[config.mk]
export PLATFORM = sky130hd
export DESIGN_NAME = instr_window
export DESIGN_NICKNAME = d
export VERILOG_FILES = /design/src/rtl/decode_pkg.sv /design/src/rtl/byte_ring.sv /design/src/rtl/instr_window.sv
export SDC_FILE = /design/constraint.sdc
export NUM_CORES = 1
export LEC_CHECK = 0
export ABC_AREA = 1
export CELL_PAD_IN_SITES_DETAIL_PLACEMENT = 0
export CELL_PAD_IN_SITES_GLOBAL_PLACEMENT = 1
export CORE_UTILIZATION = 40
export CTS_BUF_LIST = sky130_fd_sc_hd__clkbuf_4 sky130_fd_sc_hd__clkbuf_8
export DETAILED_ROUTE_END_ITERATION = 8
export HOLD_SLACK_MARGIN = 0.12
export PLACE_DENSITY_LB_ADDON = 0.3
export SLEW_MARGIN = 10
export SYNTH_ARGS = -nofsm -noshare
export SYNTH_HDL_FRONTEND = slang
export SYNTH_SLANG_ARGS = --single-unit
[constraint.sdc]
create_clock -name clk -period 4.9 [get_ports clk]
set_clock_uncertainty 0.15 [all_clocks]
set_input_delay 0.49 -clock clk [delete_from_list [all_inputs] [get_ports clk]]
set_output_delay 0.49 -clock clk [all_outputs]
set_load 0.01 [all_outputs]
[src/rtl/decode_pkg.sv]
// Shared definitions for the instruction window and the decoder that consumes it.
package decode_pkg;

   localparam int WIN_BYTES     = 12;
   localparam int RAW_INSTR_W   = 96;
   localparam int MAX_INSTR_LEN = 12;
   localparam int LEVEL_W       = 6;

   typedef enum logic [1:0] {
      FILL  = 2'd0,
      READY = 2'd1,
      DRAIN = 2'd2,
      DONE  = 2'd3
   } win_state_t;

   // Bytes actually retired for a requested length: never more than one
   // maximum-length instruction and never more than is buffered.
   function automatic logic [LEVEL_W-1:0] pop_amount(input logic [3:0]         len,
                                                     input logic [LEVEL_W-1:0] level);
      logic [LEVEL_W-1:0] amt_s;
      amt_s = LEVEL_W'(len);
      if (amt_s > LEVEL_W'(MAX_INSTR_LEN)) begin
         amt_s = LEVEL_W'(MAX_INSTR_LEN);
      end else begin
         amt_s = amt_s;
      end
      if (amt_s > level) begin
         amt_s = level;
      end else begin
         amt_s = amt_s;
      end
      return amt_s;
   endfunction

endpackage

[src/rtl/byte_ring.sv]
// Circular byte store: one 4-byte write per cycle, 12-byte rotated read.
// Bytes at or beyond the current fill level read as zero, so the storage
// itself needs no reset to present a clean window.
module byte_ring
   import decode_pkg::*;
#(
   parameter int DEPTH_BYTES = 32,
   localparam int PTR_W = $clog2(DEPTH_BYTES)
) (
   input  logic                   clk,
   input  logic                   wr_en,
   input  logic [PTR_W-1:0]       wr_ptr,
   input  logic [31:0]            wr_data,
   input  logic [PTR_W-1:0]       rd_ptr,
   input  logic [LEVEL_W-1:0]     level,
   output logic [RAW_INSTR_W-1:0] rd_window
);

   logic [7:0] mem_r [DEPTH_BYTES];

   // Write the four bytes of an accepted word into consecutive ring slots.
   always_ff @(posedge clk) begin
      if (wr_en) begin
         for (int k = 0; k < 4; k++) begin
            mem_r[PTR_W'(wr_ptr + PTR_W'(k))] <= wr_data[8*k +: 8];
         end
      end
   end

   // Rotate the ring so the oldest byte lands in bits [7:0]; mask empty slots.
   always_comb begin
      rd_window = '0;
      for (int i = 0; i < WIN_BYTES; i++) begin
         if (LEVEL_W'(i) < level) begin
            rd_window[8*i +: 8] = mem_r[PTR_W'(rd_ptr + PTR_W'(i))];
         end else begin
            rd_window[8*i +: 8] = 8'h00;
         end
      end
   end

endmodule

[src/rtl/instr_window.sv]
// Byte-aligning instruction window in front of decode. Buffers 32-bit words,
// presents the oldest 12 bytes and retires the decoded length each cycle.
// Optional statistics counters: define INSTR_WINDOW_STATS_EN.
module instr_window
   import decode_pkg::*;
#(
   parameter int DEPTH_BYTES = 32
) (
   input  logic                   clk,
   input  logic                   rst_n,
   input  logic                   flush,
   input  logic                   in_valid,
   output logic                   in_ready,
   input  logic [31:0]            in_data,
   input  logic                   in_last,
   output logic                   out_valid,
   input  logic                   out_ready,
   input  logic [3:0]             consume_len,
   output logic [RAW_INSTR_W-1:0] raw_instr,
   output logic                   out_partial,
   output logic [LEVEL_W-1:0]     level,
   output logic                   err
`ifdef INSTR_WINDOW_STATS_EN
   ,
   output logic [31:0]            stat_instrs,
   output logic [31:0]            stat_stalls
`endif
);

   localparam int PTR_W = $clog2(DEPTH_BYTES);

   win_state_t         state_r;
   win_state_t         state_s;
   logic [PTR_W-1:0]   rd_ptr_r;
   logic [PTR_W-1:0]   wr_ptr_r;
   logic [LEVEL_W-1:0] level_r;
   logic [LEVEL_W-1:0] level_s;
   logic [LEVEL_W-1:0] pop_amt_s;
   logic [LEVEL_W:0]   free_s;
   logic               push_s;
   logic               pop_s;
   logic               illegal_s;
   logic               in_ready_r;
   logic               in_ready_s;
   logic               out_valid_r;
   logic               out_valid_s;
   logic               out_partial_r;
   logic               out_partial_s;
   logic               err_r;

   assign in_ready    = in_ready_r;
   assign out_valid   = out_valid_r;
   assign out_partial = out_partial_r;
   assign level       = level_r;
   assign err         = err_r;

   byte_ring #(
      .DEPTH_BYTES (DEPTH_BYTES)
   ) u_ring (
      .clk       (clk),
      .wr_en     (push_s && !flush),
      .wr_ptr    (wr_ptr_r),
      .wr_data   (in_data),
      .rd_ptr    (rd_ptr_r),
      .level     (level_r),
      .rd_window (raw_instr)
   );

   // Handshakes, retire amount, next level and next state/flag values.
   always_comb begin
      push_s = in_valid && in_ready_r;
      pop_s  = out_valid_r && out_ready && (consume_len != 4'd0);

      if (pop_s) begin
         pop_amt_s = pop_amount(consume_len, level_r);
         illegal_s = (consume_len > 4'(MAX_INSTR_LEN)) ||
                     (LEVEL_W'(consume_len) > level_r);
      end else begin
         pop_amt_s = '0;
         illegal_s = 1'b0;
      end

      if (push_s) begin
         level_s = level_r + LEVEL_W'(4) - pop_amt_s;
      end else begin
         level_s = level_r - pop_amt_s;
      end

      case (state_r)
         FILL, READY: begin
            if (push_s && in_last) begin
               state_s = DRAIN;
            end else if (level_s >= LEVEL_W'(WIN_BYTES)) begin
               state_s = READY;
            end else begin
               state_s = FILL;
            end
         end
         DRAIN: begin
            if (level_s == '0) begin
               state_s = DONE;
            end else begin
               state_s = DRAIN;
            end
         end
         DONE:    state_s = DONE;
         default: state_s = FILL;
      endcase

      // Credit is taken from the level after this cycle's push and pop.
      free_s     = (LEVEL_W+1)'(DEPTH_BYTES) - {1'b0, level_s};
      in_ready_s = ((state_s == FILL) || (state_s == READY)) &&
                   (free_s >= (LEVEL_W+1)'(4));

      case (state_s)
         READY: begin
            out_valid_s   = 1'b1;
            out_partial_s = 1'b0;
         end
         DRAIN: begin
            out_valid_s   = (level_s != '0);
            out_partial_s = (level_s < LEVEL_W'(WIN_BYTES));
         end
         default: begin
            out_valid_s   = 1'b0;
            out_partial_s = 1'b0;
         end
      endcase
   end

   // Control FSM, pointers, level and registered handshake/status outputs.
   always_ff @(posedge clk or negedge rst_n) begin
      if (!rst_n) begin
         state_r       <= FILL;
         level_r       <= '0;
         rd_ptr_r      <= '0;
         wr_ptr_r      <= '0;
         in_ready_r    <= 1'b1;
         out_valid_r   <= 1'b0;
         out_partial_r <= 1'b0;
         err_r         <= 1'b0;
      end else if (flush) begin
         state_r       <= FILL;
         level_r       <= '0;
         rd_ptr_r      <= '0;
         wr_ptr_r      <= '0;
         in_ready_r    <= 1'b1;
         out_valid_r   <= 1'b0;
         out_partial_r <= 1'b0;
         err_r         <= err_r;
      end else begin
         state_r       <= state_s;
         level_r       <= level_s;
         rd_ptr_r      <= rd_ptr_r + PTR_W'(pop_amt_s);
         if (push_s) begin
            wr_ptr_r <= wr_ptr_r + PTR_W'(4);
         end
         in_ready_r    <= in_ready_s;
         out_valid_r   <= out_valid_s;
         out_partial_r <= out_partial_s;
         err_r         <= err_r | illegal_s;
      end
   end

`ifdef INSTR_WINDOW_STATS_EN
   logic [31:0] stat_instrs_r;
   logic [31:0] stat_stalls_r;

   assign stat_instrs = stat_instrs_r;
   assign stat_stalls = stat_stalls_r;

   // Saturating counts of retired instructions and consumer stall cycles.
   always_ff @(posedge clk or negedge rst_n) begin
      if (!rst_n) begin
         stat_instrs_r <= 32'd0;
         stat_stalls_r <= 32'd0;
      end else begin
         if (pop_s && !flush && (stat_instrs_r != 32'hFFFF_FFFF)) begin
            stat_instrs_r <= stat_instrs_r + 32'd1;
         end
         if (out_ready && !out_valid_r && (state_r != DONE) &&
             (stat_stalls_r != 32'hFFFF_FFFF)) begin
            stat_stalls_r <= stat_stalls_r + 32'd1;
         end
      end
   end
`endif

endmodule

Word-level counts from Yosys, hierarchy flattened
Memories as Yosys holds them, arrays and structs flattened.
Cells that the tools add are included.
- word-level logic and storage cells: 104
- flip-flop bits (word level): 22
- bits in writable memories: 256
- output and inout port bits: 106
- input bits: 42
- memories: 1
- bitwise logic cells: 1
- magnitude comparators: 19
- equal/unequal tests: 5
- mux-type cells: 34
- add/subtract/negate cells: 20
- reduce and logical (&&, ||, !) cells: 16
- memories (memory ; words ; bits a word ; rd ports ; clocked after Yosys merged registers in ; wr ports ; line ; RTL):
    u_ring.mem_r ; 32 ; 8 ; 12 ; 0 ; 4 ; byte_ring.sv:19 ; logic [7:0] mem_r [DEPTH_BYTES];
- operators by type and width (cell ; count):
    2-to-1 mux 8 bit ; 12
    2-to-1 mux 6 bit ; 5
    adder 5 x 3 -> 5 bit (second input constant) ; 5
    < comparator 3 x 6 -> 1 bit (first input constant) ; 4
    < comparator 4 x 6 -> 1 bit (first input constant) ; 4
    adder 5 x 2 -> 5 bit (second input constant) ; 4
    adder 5 x 4 -> 5 bit (second input constant) ; 4
    2-to-1 mux 5 bit ; 3
    < comparator 1 x 6 -> 1 bit (first input constant) ; 2
    < comparator 2 x 6 -> 1 bit (first input constant) ; 2
    subtractor 6 bit ; 2
    adder 5 x 1 -> 5 bit (second input constant) ; 2
    2-to-1 mux 1 bit ; 9
    greater-than comparator 4 bit (second input constant) ; 2
    >= comparator 7 x 3 -> 1 bit (second input constant) ; 1
    subtractor 6 x 6 -> 7 bit (first input constant) ; 1
    adder 6 x 3 -> 6 bit (second input constant) ; 1
    equality test 2 bit (second input constant) ; 3
    >= comparator 6 x 4 -> 1 bit (second input constant) ; 1
    greater-than comparator 4 x 6 -> 1 bit ; 1
    greater-than comparator 6 bit ; 1
    logical AND 1 bit ; 6
    zero test 6 bit ; 1
    < comparator 6 x 4 -> 1 bit (second input constant) ; 1
    14 further kinds ; 18

Depth between registers and ports, before layout
Gate-level depths: netlist (run 1).
- depth in word-level cells: 16
- mapped depth: 31
- depth with buffers taken out: 31

Modules after synthesis
A second synthesis (run 1) with hierarchy kept.
- cells, all modules: 5619
- area, all modules: 33329.5 um^2
- modules (own cells, without submodules) (module ; area an instance (um^2) ; cells an instance ; times used ; seq. area each (um^2)):
    byte_ring ; 31509.0 ; 5387 ; 1 ; 7687.4
    instr_window ; 1820.5 ; 232 ; 1 ; 501.7

Worst setup path after synthesis (run 1)
No wires, ideal clock.
- path kind: in2reg
- start: input port consume_len[3]
- end: register out_valid_r, in the netlist out_valid
- required time: 4.679 ns
- stages: 24
- data arrival time: 4.036 ns
- path slack: 0.643 ns
- path buffers: 0
- setup time: 0.071 ns
- path through: nand2_1 -> inv_1 -> nor2_1 -> ha_1 -> a21oi_1 -> o22ai_1 -> nand2_1 -> o21ai_0 -> nor2_1 -> inv_1 -> ha_1 -> ha_1 -> fa_1 -> inv_1 -> o21ai_0 -> nor2_1 -> nand3_1 -> nor2_1 -> nand3_1 -> nand2_1 -> nor2_1 -> ha_1 -> or2_2 -> nor2_1
- cells in the longest elaborated chain, start to end: 15
- elaborated cells between the ends (all ways): 22
- classes of those cells: add/sub: 2; order compare: 3; eq/ne: 2; mux: 11; reduce/logical: 4
- RTL lines (item ; line ; RTL):
    from (decl) ; instr_window.sv:18 ; input logic [3:0] consume_len,
    greater-than comparator 4 bit ; decode_pkg.sv:22 ; if (amt_s > LEVEL_W'(MAX_INSTR_LEN)) begin
    2-to-1 mux 4 bit ; decode_pkg.sv:22 ;
    2-to-1 mux 6 bit ; instr_window.sv:74 ; if (pop_s) begin
    greater-than comparator 6 bit ; decode_pkg.sv:27 ; if (amt_s > level) begin
    2-to-1 mux 6 bit ; decode_pkg.sv:27 ;
    2-to-1 mux 6 bit (*) ; instr_window.sv:74 ;
    subtractor 6 bit, on equally long branches ; instr_window.sv:86, instr_window.sv:84 ;
    2-to-1 mux 6 bit (*) ; instr_window.sv:83 ; if (push_s) begin
    >= comparator 6 x 4 -> 1 bit ; instr_window.sv:93 ; end else if (level_s >= LEVEL_W'(WIN_BYTES)) begin
    2-to-1 mux 1 bit ; instr_window.sv:93 ;
    2-to-1 mux 2 bit ; instr_window.sv:91 ; if (push_s && in_last) begin
    one-hot mux 2 bit (3 select lines) ; instr_window.sv:89 ; case (state_r)
    equality test 2 bit or equality test 2 x 1 -> 1 bit (tied branches) ; instr_window.sv:115 ; case (state_s)
    one-hot mux 1 bit (2 select lines) (*) ; instr_window.sv:115 ;
    2-to-1 mux 1 bit (*) ; instr_window.sv:142 ; end else if (flush) begin
    to (signal assigned) ; instr_window.sv:159 ; out_valid_r <= out_valid_s;
    to (decl) ; instr_window.sv:45 ; logic out_valid_r;
Mark *: on every way between the ends. The rest lies on a longest branch, timed or not. The select of a mux whose other input is x is not followed.
A chain may end at the register's enable or synchronous reset.

Worst setup path after layout (run 1)
- start: register rd_ptr_r[0]
- end: output port raw_instr[15]
- cells in the longest elaborated chain, start to end: 3
- RTL lines (item ; line ; RTL):
    from (decl) ; instr_window.sv:34 ; logic [PTR_W-1:0] rd_ptr_r;
    from (signal assigned) ; instr_window.sv:154 ; rd_ptr_r <= rd_ptr_r + PTR_W'(pop_amt_s);
    adder 5 x 1 -> 5 bit ; byte_ring.sv:35 ; rd_window[8*i +: 8] = mem_r[PTR_W'(rd_ptr + PTR_W'(i))];
    memory read (32 x 8 bit) ; n/a ;
    2-to-1 mux 8 bit ; byte_ring.sv:34 ; if (LEVEL_W'(i) < level) begin
    to (decl) ; instr_window.sv:19 ; output logic [RAW_INSTR_W-1:0] raw_instr,
No other way between the ends.

==> reports/results.tsv, run 1 <==
metric	value	unit
netlist_area	23350	um2
rr_endpoint	out_valid	
grt_usage	0.3637	
power.density	522.7	nW/um2
area_growth	13.63	%
dp.final_hpwl	83.36	mm
ys_ff_latch	276	
met2_usage	0.5381	
drt_iter0_drc	4026	
irDropWorstVdd	282.7	uV
cts_tree	yes	
final.setup.worst_slack	0.1167	ns
top_usage_layer	met2	
finalCritPeriodShare	0.9762	
hold_depth	1	
pre_cts_slack	0.008783	ns
seq_area_frac_synth	0.3507	
rsz0062_at_grt	false	
relSlewSlack	0.2019	
place.port_buffers	147	
die_x	243.6	um
leakage	11.15	nW
path_class	reg -> out	
cts-root-buf	clkbuf_8	
cap_violations	0	
fmax	209.1	MHz
hold_viol	0	
drc	0	
yosys.area.top_type	edfxtp_1	
core_area	57700	um2
grt_max_degree	195	
synthCells	3513	
async_flop_share	0.07246	
ys.flop_type	edfxtp_1	
die_height	243.6	um
r2r_cells	21	
critPathLaunchType	register	
gp_congestion	1.026	
avgSynthCellArea	6.648	um2
htree_levels	2	
final.setup.tns	0	ns
final_layout_size_suffix_gt1_frac	0.05981	
reg2reg_slack	0.57	ns
power	13.87	mW
grt_pass1_vias	22270	
rows	88	
min-delay-start	err	
insertion_delay	0.64	ns
yosysWarnings	0	
synth_top_area_share	0.3292	
crit_required	4.26	ns
drtAntennaViolNets	0	
gr-total-overflow	0	
antenna_found_initial	7	
grt_util_met1	0.4906	
worstMarginPinSlew	1.185	ns
nNetsFinal	3639	
synth_area_leaders	edfxtp_1 33%, nand2_1 21%, nand3_1 8.6%	
grt_pass1_wl	154.8	mm
status	complete, no violations	
fin_crit	4.783	ns
cp_max_fo	127	
clockBufferDepth	3	
worstHoldPathType	reg -> reg	
yosysMostFrequentCell	nand2_1	
vias	25760	
r2r_start	level[2]	
routed_wl	111.4	mm
cts.sinks	276	
setup_violations	0	
drv_slew	0	
cts.clk_slew.worst_paths	0.06	ns
fin_util	0.4599	
wl_per_cell	25.54	um
end_kind	output pin	
num_io_pins	148	
via_per_inst	5.907	
cts-buffers-inserted	48	
synthDistinctLibCells	47	
post_cts_buffers	0	
design.die.area	59360	um2
firstDrtPassIters	6	
synth_common_cells	1284 x nand2_1, 402 x nand3_1, 371 x o21ai_0, 256 x edfxtp_1, 171 x nor2_1	
critPathArrivalTime	4.14	ns
grt_use_met3	0.07171	
hold_path_end	err	
synth_edf_count	256	
initial_utilization	0.4048	
-- per-stage QoR --
step	instances	cell area [um2]	hold WS, ns
CTS	4359	26490	0.3771
global placement	4271	25520	0.3632
global route	4361	26540	0.4116
floorplan	3514	23360	0.04441
finish	4361	26540	0.3680
detailed placement	4271	25520	0.3635
-- cell families (layout without fill, tap and decap cells) --
logic type | count (synthesis) | count (layout) | synth area share
compound gates | 748 | 748 | 0.1702
xor+xnor | 13 | 13 | 0.008251
fa+ha+maj | 39 | 39 | 0.02250
buf+inv | 385 | 466 | 0.06981
flops | 276 | 276 | 0.3507
mux | 38 | 38 | 0.01629
other cells | 1 | 3 | 0.0001606
simple gates | 2013 | 2013 | 0.3621
-- worst max-delay path by stage --
stage	start	end	slack (ns)
6_report	rd_ptr_r[0]	raw_instr[15]	0.12
5_1_grt	rd_ptr_r[1]	raw_instr[57]	0.03
4_1_cts	rd_ptr_r[0]	raw_instr[86]	0.008
3_5_place_dp	consume_len[3]	out_valid	0.009
3_3_place_gp	consume_len[3]	out_valid	-0.06
2_1_floorplan	consume_len[3]	out_valid	0.64
-- layout make-up --
type	count	area [um2]
Multi-Input combinational cell	2853	13550
Clock inverter	30	236.5
Inverter	129	496.7
Antenna cell	1	2.502
Fill cell	6031	31160
Clock buffer	57	728.2
Tap cell	765	957.2
Sequential cell	276	8198
Timing Repair Buffer	250	2367
-- flip-flops by register name, summed over array words and instances, names as in the netlist --
| signal | count |
|---|---|
| u_ring.mem_r | 256 |
| level | 6 |
| rd_ptr_r | 5 |
| wr_ptr_r | 3 |
| state_r | 2 |
| err | 1 |
| in_ready | 1 |
| out_partial | 1 |
| out_valid | 1 |
-- layout by cell type (no fill, tap or decap), types with 10 or more instances in the layout --
master              n
o21ai_0           367
a31oi_1            27
buf_4              94
nor2_1            171
dfrtp_1            16
nand2_1          1284
clkbuf_8           48
a211oi_1           18
ha_1               33
a21oi_1           135
clkinv_1           13
edfxtp_1          256
and2_1             19
or2_2              10
clkdlybuf4s50_1   147
o211ai_1           47
mux2i_1            38
o21ai_1           137
and2_0             15
inv_1             117
nand3_1           402
or2_1             101
-- where the power goes --
part	switching, mW	leakage, nW	internal [mW]	total [mW]
Sequential	0.0937	2.57	2.70	2.79
Clock	1.05	0.507	1.16	2.21
Combinational	5.77	8.07	3.10	8.87
Total	6.91	11.1	6.96	13.9
-- worst max-delay path, stage by stage (launching register included) --
cell and delay (ns):
dfrtp_4 0.59, inv_6 0.14, ha_4 0.32, buf_12 0.41
o21ai_1 0.39, or2_1 0.33, nand3_1 0.09, nand3_1 0.14
a21oi_1 0.38, clkdlybuf4s50_1 0.61
-- layer usage --
layer	vias to the layer above	share of wire	routed length (um)
li1	11910	-	-
met1	12060	0.39	43960
met2	1568	0.42	46720
met3	233	0.12	13110
met4	0	0.068	7604
met5	-	0	0
-- timing repair --
action                                 4_1_cts  5_1_grt
setup endpoints to repair                    1       48
gates cloned                                 0        1
resized for setup                            1        6
endpoints found under the hold margin       19        0
hold buffers                                 1        0
pin swaps                                    0        0
No activity file was read; power rests on OpenSTA's default activity.
==> inputs of run 2 (changes only) <==
--- a/constraint.sdc
+++ b/constraint.sdc
@@ -3,3 +3,3 @@
 set_input_delay 0.49 -clock clk [delete_from_list [all_inputs] [get_ports clk]]
 set_output_delay 0.49 -clock clk [all_outputs]
-set_load 0.01 [all_outputs]
+set_load 0.1 [all_outputs]
==> run 2 against run 1 <==
  * Combinational power increased by 66%
  * Sequential share of layout area is 1.1 points lower
  * Cell count up 0.64%
  * Via count up 0.27%
  * Core utilization grew 1.7 points
  * Register-to-register slack got worse by 0.04 ns
  * Design area is 3.7% higher
  * Critical endpoint is now raw_instr[55]
==> reports/results.tsv, run 2 (synthesis gave the netlist of run 1 again) <==
metric	value	unit
status	complete, no violations	
num_io_pins	148	
final_area	27520	um2
fin_crit	4.773	ns
die_height	243.6	um
drv_slew	0	
cts.clk_slew.worst_paths	0.06	ns
leakage	11.70	nW
fin_hold_ws	0.3947	ns
end_kind	output pin	
relSlewSlack	0.1189	
drc	0	
pre_cts_slack	-0.02065	ns
insertion_delay	0.64	ns
firstDrtPassIters	7	
antenna_found_initial	6	
nNetsFinal	3657	
fmax	209.5	MHz
place_area	26420	um2
cts-buffers-inserted	51	
worstHoldPathType	reg -> reg	
cts_tree	yes	
initial_utilization	0.4048	
layout_common_cells	1284 x nand2_1, 402 x nand3_1, 368 x o21ai_0	
top_register	u_ring.mem_r	
grt_usage	0.3723	
switchingPower	11.74	mW
critPathLaunchType	register	
dp_cells	4287	
critPathArrivalTime	4.13	ns
gp_congestion	1.009	
drtAntennaViolNets	0	
die_x	243.6	um
wl_per_cell	25.81	um
power	19.98	mW
path_class	reg -> out	
routed_wl	113.3	mm
final.setup.tns	0	ns
area_growth	17.85	%
cp_max_fo	46	
final.setup.worst_slack	0.1265	ns
crit_required	4.26	ns
grt_max_degree	145	
setup_violations	0	
power.density	725.8	nW/um2
power_frac_comb	0.737	
cap_violations	0	
final_layout_size_suffix_gt1_frac	0.09450	
seqPwrFrac	0.140	
finalCritPeriodShare	0.9742	
irDropWorstVdd	757.0	uV
power_frac_clock	0.122	
fin_util	0.4770	
fin_cells	4389	
design.die.area	59360	um2
swShare	0.5876	
clockBufferDepth	3	
dp.final_hpwl	85.87	mm
largest_register_ff_count	256	
cts.sinks	276	
vias	25830	
cts-root-buf	clkbuf_8	
gr-total-overflow	0	
worstMarginPinSlew	1.308	ns
drt_iter0_drc	3660	
via_per_inst	5.885	
post_cts_buffers	0	
place.port_buffers	147	
rows	88	
rsz0062_at_grt	false	
grt_pass1_vias	22450	
core_area	57700	um2
hold_viol	0	
htree_levels	2	
final_common_cell	nand2_1	
grt_pass1_wl	158.4	mm
p_int	8.239	mW
run 2: changes by cell type in the layout (fill, tap and decap cells not counted), sizes merged:
cell	previous run	this run
clkdlybuf4s50	147	51
buf	101	213
diode	1	5
bufinv	3	5
clkinv	23	31
inv	132	130
run 2: repair_timing:
| action | CTS | global route |
|---|---|---|
| hold buffers | 1 | 0 |
| resized for setup | 0 | 4 |
| hold endpoints to repair | 19 | 0 |
| endpoints found under the setup margin | 0 | 11 |
run 2: worst paths after layout:
| path | start | endpoint | slack [ns] | cells past startpoint |
|---|---|---|---|---|
| worst max-delay path | rd_ptr_r[0] | raw_instr[55] | 0.13 | 9 |
| worst min-delay path | err | err | 0.39 | 1 |
| worst max register to register | level[1] | out_valid | 0.53 | 22 |
| worst min register to register | err | err | 0.39 | 1 |
| max in group asynchronous | rst_n | in_ready | 3.69 | 3 |
| min in group asynchronous | rst_n | err | 0.60 | 3 |
run 2: critical path: stages, from the launching register on:
cell     delay [ns]
dfrtp_4        0.57
inv_6          0.35
buf_4          0.47
o21ai_0        0.47
o21ai_0        0.53
o21ai_0        0.16
nand3_1        0.10
nand2_1        0.07
a31oi_1        0.45
buf_12         0.25
run 2: per-layer routing:
layer	wire length [um]	share of wire	track usage
met5	0	0	0
met3	13270	0.12	0.08251
met1	45210	0.40	0.5048
met4	6898	0.061	0.1961
met2	47930	0.42	0.5519
run 2: area by class of cell:
cell class / count / area (um2)
fill: 5826 / 30170
multi-input combinational: 2853 / 13570
sequential: 276 / 8200
timing repair buffer: 265 / 3208
tap: 765 / 957.2
clock buffer: 58 / 760.7
inverter: 129 / 496.7
clock inverter: 38 / 321.6
antenna: 5 / 12.51
run 2: power by group through the flow:
stage,logic [mW],registers (mW),clock network (mW)
floorplan,8.98,3.01,0
global placement,14.5,2.84,0
detailed placement,14.6,2.85,0
CTS,14.6,2.80,2.44
global route,15.3,2.81,2.54
finish,14.7,2.80,2.44
